`config.mk`:
```
export PLATFORM = sky130hd
export DESIGN_NAME = cpu_trace_buffer
export DESIGN_NICKNAME = d
export VERILOG_FILES = /design/src/rtl/cpu_trace_buffer.sv
export SDC_FILE = /design/constraint.sdc
export NUM_CORES = 2
export LEC_CHECK = 0
export CAP_MARGIN = 25
export CORE_MARGIN = 4
export CORE_UTILIZATION = 60
export CTS_BUF_LIST = sky130_fd_sc_hd__clkbuf_8 sky130_fd_sc_hd__clkbuf_16
export DETAILED_ROUTE_END_ITERATION = 10
export HOLD_SLACK_MARGIN = 0.1
export PLACE_DENSITY = 0.79
export SLEW_MARGIN = 20
export SYNTH_ARGS = -nofsm -noshare
export SYNTH_HDL_FRONTEND = slang
export SYNTH_SLANG_ARGS = --single-unit
```
`constraint.sdc`:
```
create_clock -name clock -period 13.2 [get_ports clock]
set_input_delay 2.64 -clock clock [delete_from_list [all_inputs] [get_ports clock]]
set_output_delay 2.64 -clock clock [all_outputs]
set_load 0.03 [all_outputs]
```
`src/rtl/cpu_trace_buffer.sv`:
```
// rtl/cpu_trace_buffer.sv - PC-triggered circular trace buffer for CPU commit records; define TRACE_MEMOUT_EN to also store cpu_memout
module cpu_trace_buffer #(
   parameter int DEPTH = 16,
   parameter int AW    = 4,
   parameter int POST  = 8
) (
   input  logic          clock,
   input  logic          reset,
   input  logic [31:0]   cpu_pc,
   input  logic [31:0]   cpu_inst,
   input  logic [31:0]   cpu_aluout,
   input  logic [31:0]   cpu_memout,
   input  logic          arm,
   input  logic [31:0]   trig_pc,
   input  logic          rd_en,
   output logic          rd_valid,
   output logic [31:0]   rd_pc,
   output logic [31:0]   rd_inst,
   output logic [31:0]   rd_aluout,
   output logic [31:0]   rd_memout,
   output logic [1:0]    state,
   output logic [AW:0]   count,
   output logic          triggered
);

`ifdef TRACE_MEMOUT_EN
   localparam int EW = 128;
`else
   localparam int EW = 96;
`endif

   localparam logic [AW:0]   LP_FULL = (AW+1)'(DEPTH);
   localparam logic [AW-1:0] LP_POST = AW'(POST);

   typedef enum logic [1:0] {
      S_IDLE = 2'd0,
      S_PRE  = 2'd1,
      S_POST = 2'd2,
      S_DONE = 2'd3
   } state_t;

   state_t           r_state;
   state_t           w_next;
   logic [EW-1:0]    r_mem [DEPTH];
   logic [AW-1:0]    r_wr_ptr;
   logic [AW-1:0]    r_rd_ptr;
   logic [AW:0]      r_count;
   logic [AW-1:0]    r_post_rem;
   logic             r_triggered;
   logic             r_rd_valid;
   logic [31:0]      r_rd_pc;
   logic [31:0]      r_rd_inst;
   logic [31:0]      r_rd_aluout;

   logic             w_write;
   logic             w_hit;
   logic             w_read;
   logic             w_rearm;
   logic             w_to_done;
   logic [AW-1:0]    w_wr_ptr_inc;
   logic [AW:0]      w_count_inc;
   logic [EW-1:0]    w_wr_entry;
   logic [EW-1:0]    w_rd_entry;

`ifdef TRACE_MEMOUT_EN
   logic [31:0]      r_rd_memout;
   assign w_wr_entry = {cpu_pc, cpu_inst, cpu_aluout, cpu_memout};
   assign rd_memout  = r_rd_memout;
`else
   logic             w_unused_memout;
   assign w_wr_entry      = {cpu_pc, cpu_inst, cpu_aluout};
   assign rd_memout       = 32'd0;
   assign w_unused_memout = ^cpu_memout;
`endif

   assign w_rd_entry   = r_mem[r_rd_ptr];
   assign w_wr_ptr_inc = r_wr_ptr + 1'b1;
   // Count saturates once the ring is full; older records are then overwritten.
   assign w_count_inc  = (r_count == LP_FULL) ? r_count : r_count + 1'b1;
   assign w_to_done    = (w_next == S_DONE) && (r_state != S_DONE);

   // State register
   always_ff @(posedge clock) begin
      if (reset) r_state <= S_IDLE;
      else       r_state <= w_next;
   end

   // Next-state and per-cycle action decode
   always_comb begin
      w_next  = r_state;
      w_write = 1'b0;
      w_hit   = 1'b0;
      w_read  = 1'b0;
      w_rearm = 1'b0;
      case (r_state)
         S_IDLE: begin
            if (arm) begin
               w_next  = S_PRE;
               w_rearm = 1'b1;
            end
         end
         S_PRE: begin
            w_write = 1'b1;
            if (cpu_pc == trig_pc) begin
               w_hit  = 1'b1;
               w_next = (POST == 0) ? S_DONE : S_POST;
            end
         end
         S_POST: begin
            w_write = 1'b1;
            if (r_post_rem == AW'(1)) w_next = S_DONE;
         end
         S_DONE: begin
            // arm takes priority over a simultaneous read request
            if (arm) begin
               w_next  = S_PRE;
               w_rearm = 1'b1;
            end else if (rd_en && (r_count != '0)) begin
               w_read = 1'b1;
            end
         end
         default: w_next = S_IDLE;
      endcase
   end

   // Record storage; contents survive reset
   always_ff @(posedge clock) begin
      if (w_write && !reset) r_mem[r_wr_ptr] <= w_wr_entry;
   end

   // Pointers, occupancy, trigger bookkeeping and read-back registers
   always_ff @(posedge clock) begin
      if (reset) begin
         r_wr_ptr    <= '0;
         r_rd_ptr    <= '0;
         r_count     <= '0;
         r_post_rem  <= '0;
         r_triggered <= 1'b0;
         r_rd_valid  <= 1'b0;
         r_rd_pc     <= '0;
         r_rd_inst   <= '0;
         r_rd_aluout <= '0;
`ifdef TRACE_MEMOUT_EN
         r_rd_memout <= '0;
`endif
      end else begin
         r_rd_valid <= 1'b0;
         if (w_rearm) begin
            r_wr_ptr    <= '0;
            r_count     <= '0;
            r_triggered <= 1'b0;
         end
         if (w_write) begin
            r_wr_ptr <= w_wr_ptr_inc;
            r_count  <= w_count_inc;
            if (w_hit) begin
               r_triggered <= 1'b1;
               r_post_rem  <= LP_POST;
            end else if (r_state == S_POST) begin
               r_post_rem  <= r_post_rem - 1'b1;
            end
         end
         // Oldest record is at the write pointer once the ring has wrapped, else slot 0
         if (w_to_done) r_rd_ptr <= (w_count_inc == LP_FULL) ? w_wr_ptr_inc : '0;
         if (w_read) begin
            r_rd_valid  <= 1'b1;
            r_rd_pc     <= w_rd_entry[EW-1 -: 32];
            r_rd_inst   <= w_rd_entry[EW-33 -: 32];
            r_rd_aluout <= w_rd_entry[EW-65 -: 32];
`ifdef TRACE_MEMOUT_EN
            r_rd_memout <= w_rd_entry[31:0];
`endif
            r_rd_ptr    <= r_rd_ptr + 1'b1;
            r_count     <= r_count - 1'b1;
         end
      end
   end

   assign state     = r_state;
   assign count     = r_count;
   assign triggered = r_triggered;
   assign rd_valid  = r_rd_valid;
   assign rd_pc     = r_rd_pc;
   assign rd_inst   = r_rd_inst;
   assign rd_aluout = r_rd_aluout;

endmodule

```
Word level (Yosys, flattened, before mapping):

Memory sizes are Yosys's and may differ from the RTL's. A register that Yosys moved wholly into a read port is not among the register bits.
Cells that the tools add are included.

* flip-flop bits (word level): 21
* memory bits (writable): 1536
* bits of input ports: 164
* word-level logic and storage cells: 64
* memories kept: 1

Memory list
* r_mem: depth 16, bits a word 96, rd ports 1, clocked after Yosys merged registers in 1, write ports 1, RTL line 44 `logic [EW-1:0] r_mem [DEPTH];`

* $add $sub $neg: 5
* equal/unequal tests: 9
* mux-type cells: 29
* reductions and logical operators: 13

Operator list (number)
* 32-bit == test: 1
* 4-bit 2-to-1 mux: 7
* 5-bit 2-to-1 mux: 4
* 1-bit 2-to-1 mux: 14
* 5-bit == test, second input constant: 2
* 4-bit by 1-bit adder with 4-bit output, second input constant: 2
* 2-bit == test, second input constant: 3
* 2-bit 2-to-1 mux: 3
* 2-bit one-hot mux with 3 select lines: 1
* 2-bit nonzero test: 3
* 5-bit by 1-bit adder with 5-bit output, second input constant: 1
* 5-bit nonzero test: 1
* 5-bit by 1-bit subtractor with 5-bit output, second input constant: 1
* 4-bit by 1-bit == test with 1-bit output, second input constant: 1
* 2-bit OR reduction: 2
* 4-bit by 1-bit subtractor with 4-bit output, second input constant: 1
* 1-bit logical AND: 3
* 3-bit nonzero test: 1
* 2-bit by 1-bit == test with 1-bit output, second input constant: 1
* 2-bit zero test: 1
* 2-bit inequality test, second input constant: 1
* 2-bit AND reduction: 1
* 1-bit zero test: 1

Logic depth before layout (Yosys ltp):

* depth after elaboration: 7
* gate-level depth with buffers: 11

Worst setup path before layout:

OpenSTA, ideal clock, no wires.

* kind: input port to flip-flop
* start: in reset
* end: mem r_mem[3][0], enable pin
* library setup time: 0.668 ns
* arrival: 9.628 ns
* path slack: 2.904 ns
* stages: 4
* path buffers: 1
* path through: clkbuf_1 -> nor2_1 -> nand2_1 -> nor3_1

* longest elaborated chain between the ends: 4

Ends and longest elaborated chain
* start, declared: RTL line 8 `input logic reset,`
* 1-bit zero test: RTL line 128 `if (w_write && !reset) r_mem[r_wr_ptr] <= w_wr_entry;`
* 1-bit logical AND: RTL line 128
* 1-bit 2-to-1 mux: RTL line 128
* 1-bit 2-to-1 mux (implied by the code): RTL line 128
* end, declared: RTL line 44

No other way between the ends.

Final worst setup path:

* start: in reset
* end: mem r_mem[6][23], enable pin

The elaborated chain is that of the path after synthesis.

==> flow_summary_export.csv <==
group,metric,value,unit
synth,synth_ff_type,"edfxtp_1",
placed_design,place_congestion,0.7603,
synth,seq_area_frac_synth,77.18,%
floorplanning,start_util,60.59,%
clock_network,cts_hold_buf,0,
hold_path,hold_end,"rd_inst[4]",
critical_path,crit_slowest_cell,"buf_4",
synth,syn_area,62800,um^2
timing,timing.final.crit_share,41.25,%
clock_network,h-tree-depth,4,
synth,synth_top_area_cell,"edfxtp_1",
critical_path,r2r_start,"state[0]",
clock_network,postCtsSetupBuffers,0,
critical_path,cp-start-kind,"input port",
global_routing,grt_overflow,0,
clock_network,numClockSinks,1653,
global_routing,antenna_found_initial,14,
detailed_routing,drc,0,
floorplanning,io-pin-count,301,
synth,synth_top_area_share,73.45,%
hold_path,hold_path_class,"register to register",
critical_path,reg2regPathDepth,7,
cells_and_area,synthToLayoutAreaGrowth,14.51,%
clock_network,clockBufferDepth,3,
placed_design,io_buffers,236,
floorplanning,die-area,109900,um^2
detailed_routing,postRouteAntennaNets,0,
critical_path,required,13550,ps
clock_network,cts-resized-gates,0,
flow_run,cap_violations,0,
critical_path,end_kind,"register",
timing,slew_viol_final,0,
hold_path,min-delay-start,"rd_inst[4]",
run_status,status,"finished clean",
placed_design,place_inst,4339,
global_routing,grt_first_pass_wirelength,223.1,mm
floorplanning,die_y,331.5,um
global_routing,grt_use_total,27.89,%
timing,fin_setup_tns,0,ps
cells_and_area,fin_nets,3302,
global_routing,grt_max_degree,125,
synth,ys_ff_latch,1653,
timing,hold_violations,0,
timing,relSlewSlack,25.24,%
detailed_routing,vias_per_cell,6.684,
synth,avgSynthCellArea,22.25,um^2
clock_network,path_clk_slew,60,ps
timing,rsz0062_at_grt,"false",
detailed_routing,routed_wl,153.2,mm
synth,yosysMostFrequentCell,"edfxtp_1",
clock_network,cts_tree,"done",
timing,fin_hold_ws,455.2,ps
timing,tightest_slew,1121,ps
clock_network,clock-root-buffer,"clkbuf_16",
critical_path,arrival,5790,ps
pwr,power_leakage,0.02178,uW
critical_path,criticalPathCategory,"input port to register",
hold_path,worstHoldPathCells,2,
synth,synth_warnings,0,
clock_network,clkLatencyLatePin,760,ps
critical_path,crit_top_cell,"buf_4",
cells_and_area,fin_cells,4644,
critical_path,r2r-end,"r_mem[6][23]",
detailed_routing,drt_iter0_drc,4621,
timing,fmax,0.1837,GHz
cells_and_area,drive_gt1_share,24.35,%
synth,async_flop_share,0,%
synth,synth-edff-count,1536,
critical_path,path_cells,"buf_4 > nor2_1 > nand2_1 > nor2_4 > buf_4 > buf_4",
placed_design,dp_hpwl,73.12,mm
synth,syn_inst,2822,
pwr,irDropWorstVdd,98.82,uV
timing,setup_viol_count_final,0,
critical_path,cp_top_family,"buffers and inverters",
synth,synthTopCellsByArea,"edfxtp_1 (73%), mux4_2 (17%), dfxtp_1 (3.7%)",
critical_path,worstPathMaxFanout,43,
critical_path,crit_buf_inv,3,
detailed_routing,firstDrtPassIters,5,
synth,synthTopCellsByCount,"edfxtp_1 (1,536), mux4_2 (480), nand2_1 (208)",
critical_path,reg2reg_slack,8740,ps
global_routing,grt_pass1_vias,32420,
pwr,power_density,165.6,nW/um^2
floorplanning,rows,118,
floorplanning,coreArea,103600,um^2
clock_network,cts_buffers,156,
timing,skew,39.91,ps
synth,ys_types,48,
critical_path,critical-path-max-stage-delay,850,ps
floorplanning,dieWidth,331.5,um
detailed_routing,wl_per_cell,32.99,um
detailed_routing,vias,31040,
timing,period_minus_slack,5445,ps
## worst register-to-register path, delay by kind of cell, from the launching register on
kind          cells  cell delay, ps
buf+inv           3            1830
simple gates      3            1160
fa+ha+maj         1             560
flops             1             480
## cell families after synthesis
| family | after synthesis | synth area share (%) |
|---|---|---|
| XOR/XNOR | 39 | 0.5439 |
| AND/OR/NAND/NOR | 287 | 1.925 |
| AO/OA/AOI/OAI | 149 | 1.325 |
| buffers and inverters | 198 | 1.510 |
| flip-flops | 1653 | 77.18 |
| adder cells (fa/ha/maj) | 14 | 0.2789 |
| multiplexers | 481 | 17.23 |
| other | 1 | 0.005972 |
## worst max path at each step
| stage | end | start | depth (start not counted) | slack, ps |
|---|---|---|---|---|
| after floorplan | r_mem[3][0] | reset | 4 | 2900 |
| after global placement | r_mem[14][75] | reset | 6 | 6930 |
| after detailed placement | r_mem[14][68] | reset | 6 | 6840 |
| after CTS | r_mem[14][68] | reset | 6 | 7630 |
| after global routing | r_mem[7][24] | reset | 6 | 7640 |
| final | r_mem[6][23] | reset | 6 | 7760 |
## layout make-up
cell class                      instances  area [um^2]
Antenna cell                           11        27.53
Timing Repair Buffer                  297         2980
Inverter                               14        52.55
Sequential cell                      1653        48480
Multi-Input combinational cell       1002        13630
Clock inverter                        119        877.1
Tap cell                             1380         1727
Fill cell                            5785        31730
Clock buffer                          168         4136
## power by group
group          switching, uW  internal, uW
combinational            769           737
clock                   1900          2490
sequential               135          5880
## placed cells by master, fill, tap and decap left out, drive strengths merged, types with 4 or more instances in the layout
master         synthesis  routed
and2                   4       4
a21oi                113     113
conb                   1      32
o21ai                 12      12
clkbuf                85     168
mux4                 480     480
diode                  0      11
clkinvlp               0       6
inv                   14      56
buf                   99      62
nand2                208     208
a211oi                 6       6
nand4                  9       9
clkdlybuf4s50          0     235
nand2b                 5       5
nor3                   8       8
nor2                  28      28
clkinv                 0      59
xnor2                 35      35
xor2                   4       4
edfxtp              1536    1536
dfxtp                117     117
ha                    14      14
nand3                  8       8
bufinv                 0      12
## registers in the layout (all words and copies together), names as in the netlist
register    flops
r_mem        1536
rd_aluout      32
rd_inst        32
rd_pc          32
count           5
r_post_rem      4
r_rd_ptr        4
r_wr_ptr        4
state           2
rd_valid        1
triggered       1
## stage by stage
step	area [um^2]	util, %	total power, uW	setup slack (ps)
after detailed placement	66690	64.35	7572	6838
after global routing	71900	69.37	12270	7642
after CTS	71710	69.18	11920	7630
after floorplan	62910	-	7116	2904
after global placement	66690	64.35	7495	6927
final	71910	69.38	11910	7755
## layer usage
metal  up-vias  global-route usage, %  share of wire (%)  wire [um]
met5         -                      0              0.027         41
met4         6                  10.13                3.3       5001
met3       319                  5.459                9.5      14570
met2      2126                  46.51                 52      79070
met1     16300                  37.39                 36      54540
li1      12300                      -                  -          -
(Power assumes the default switching activity.)
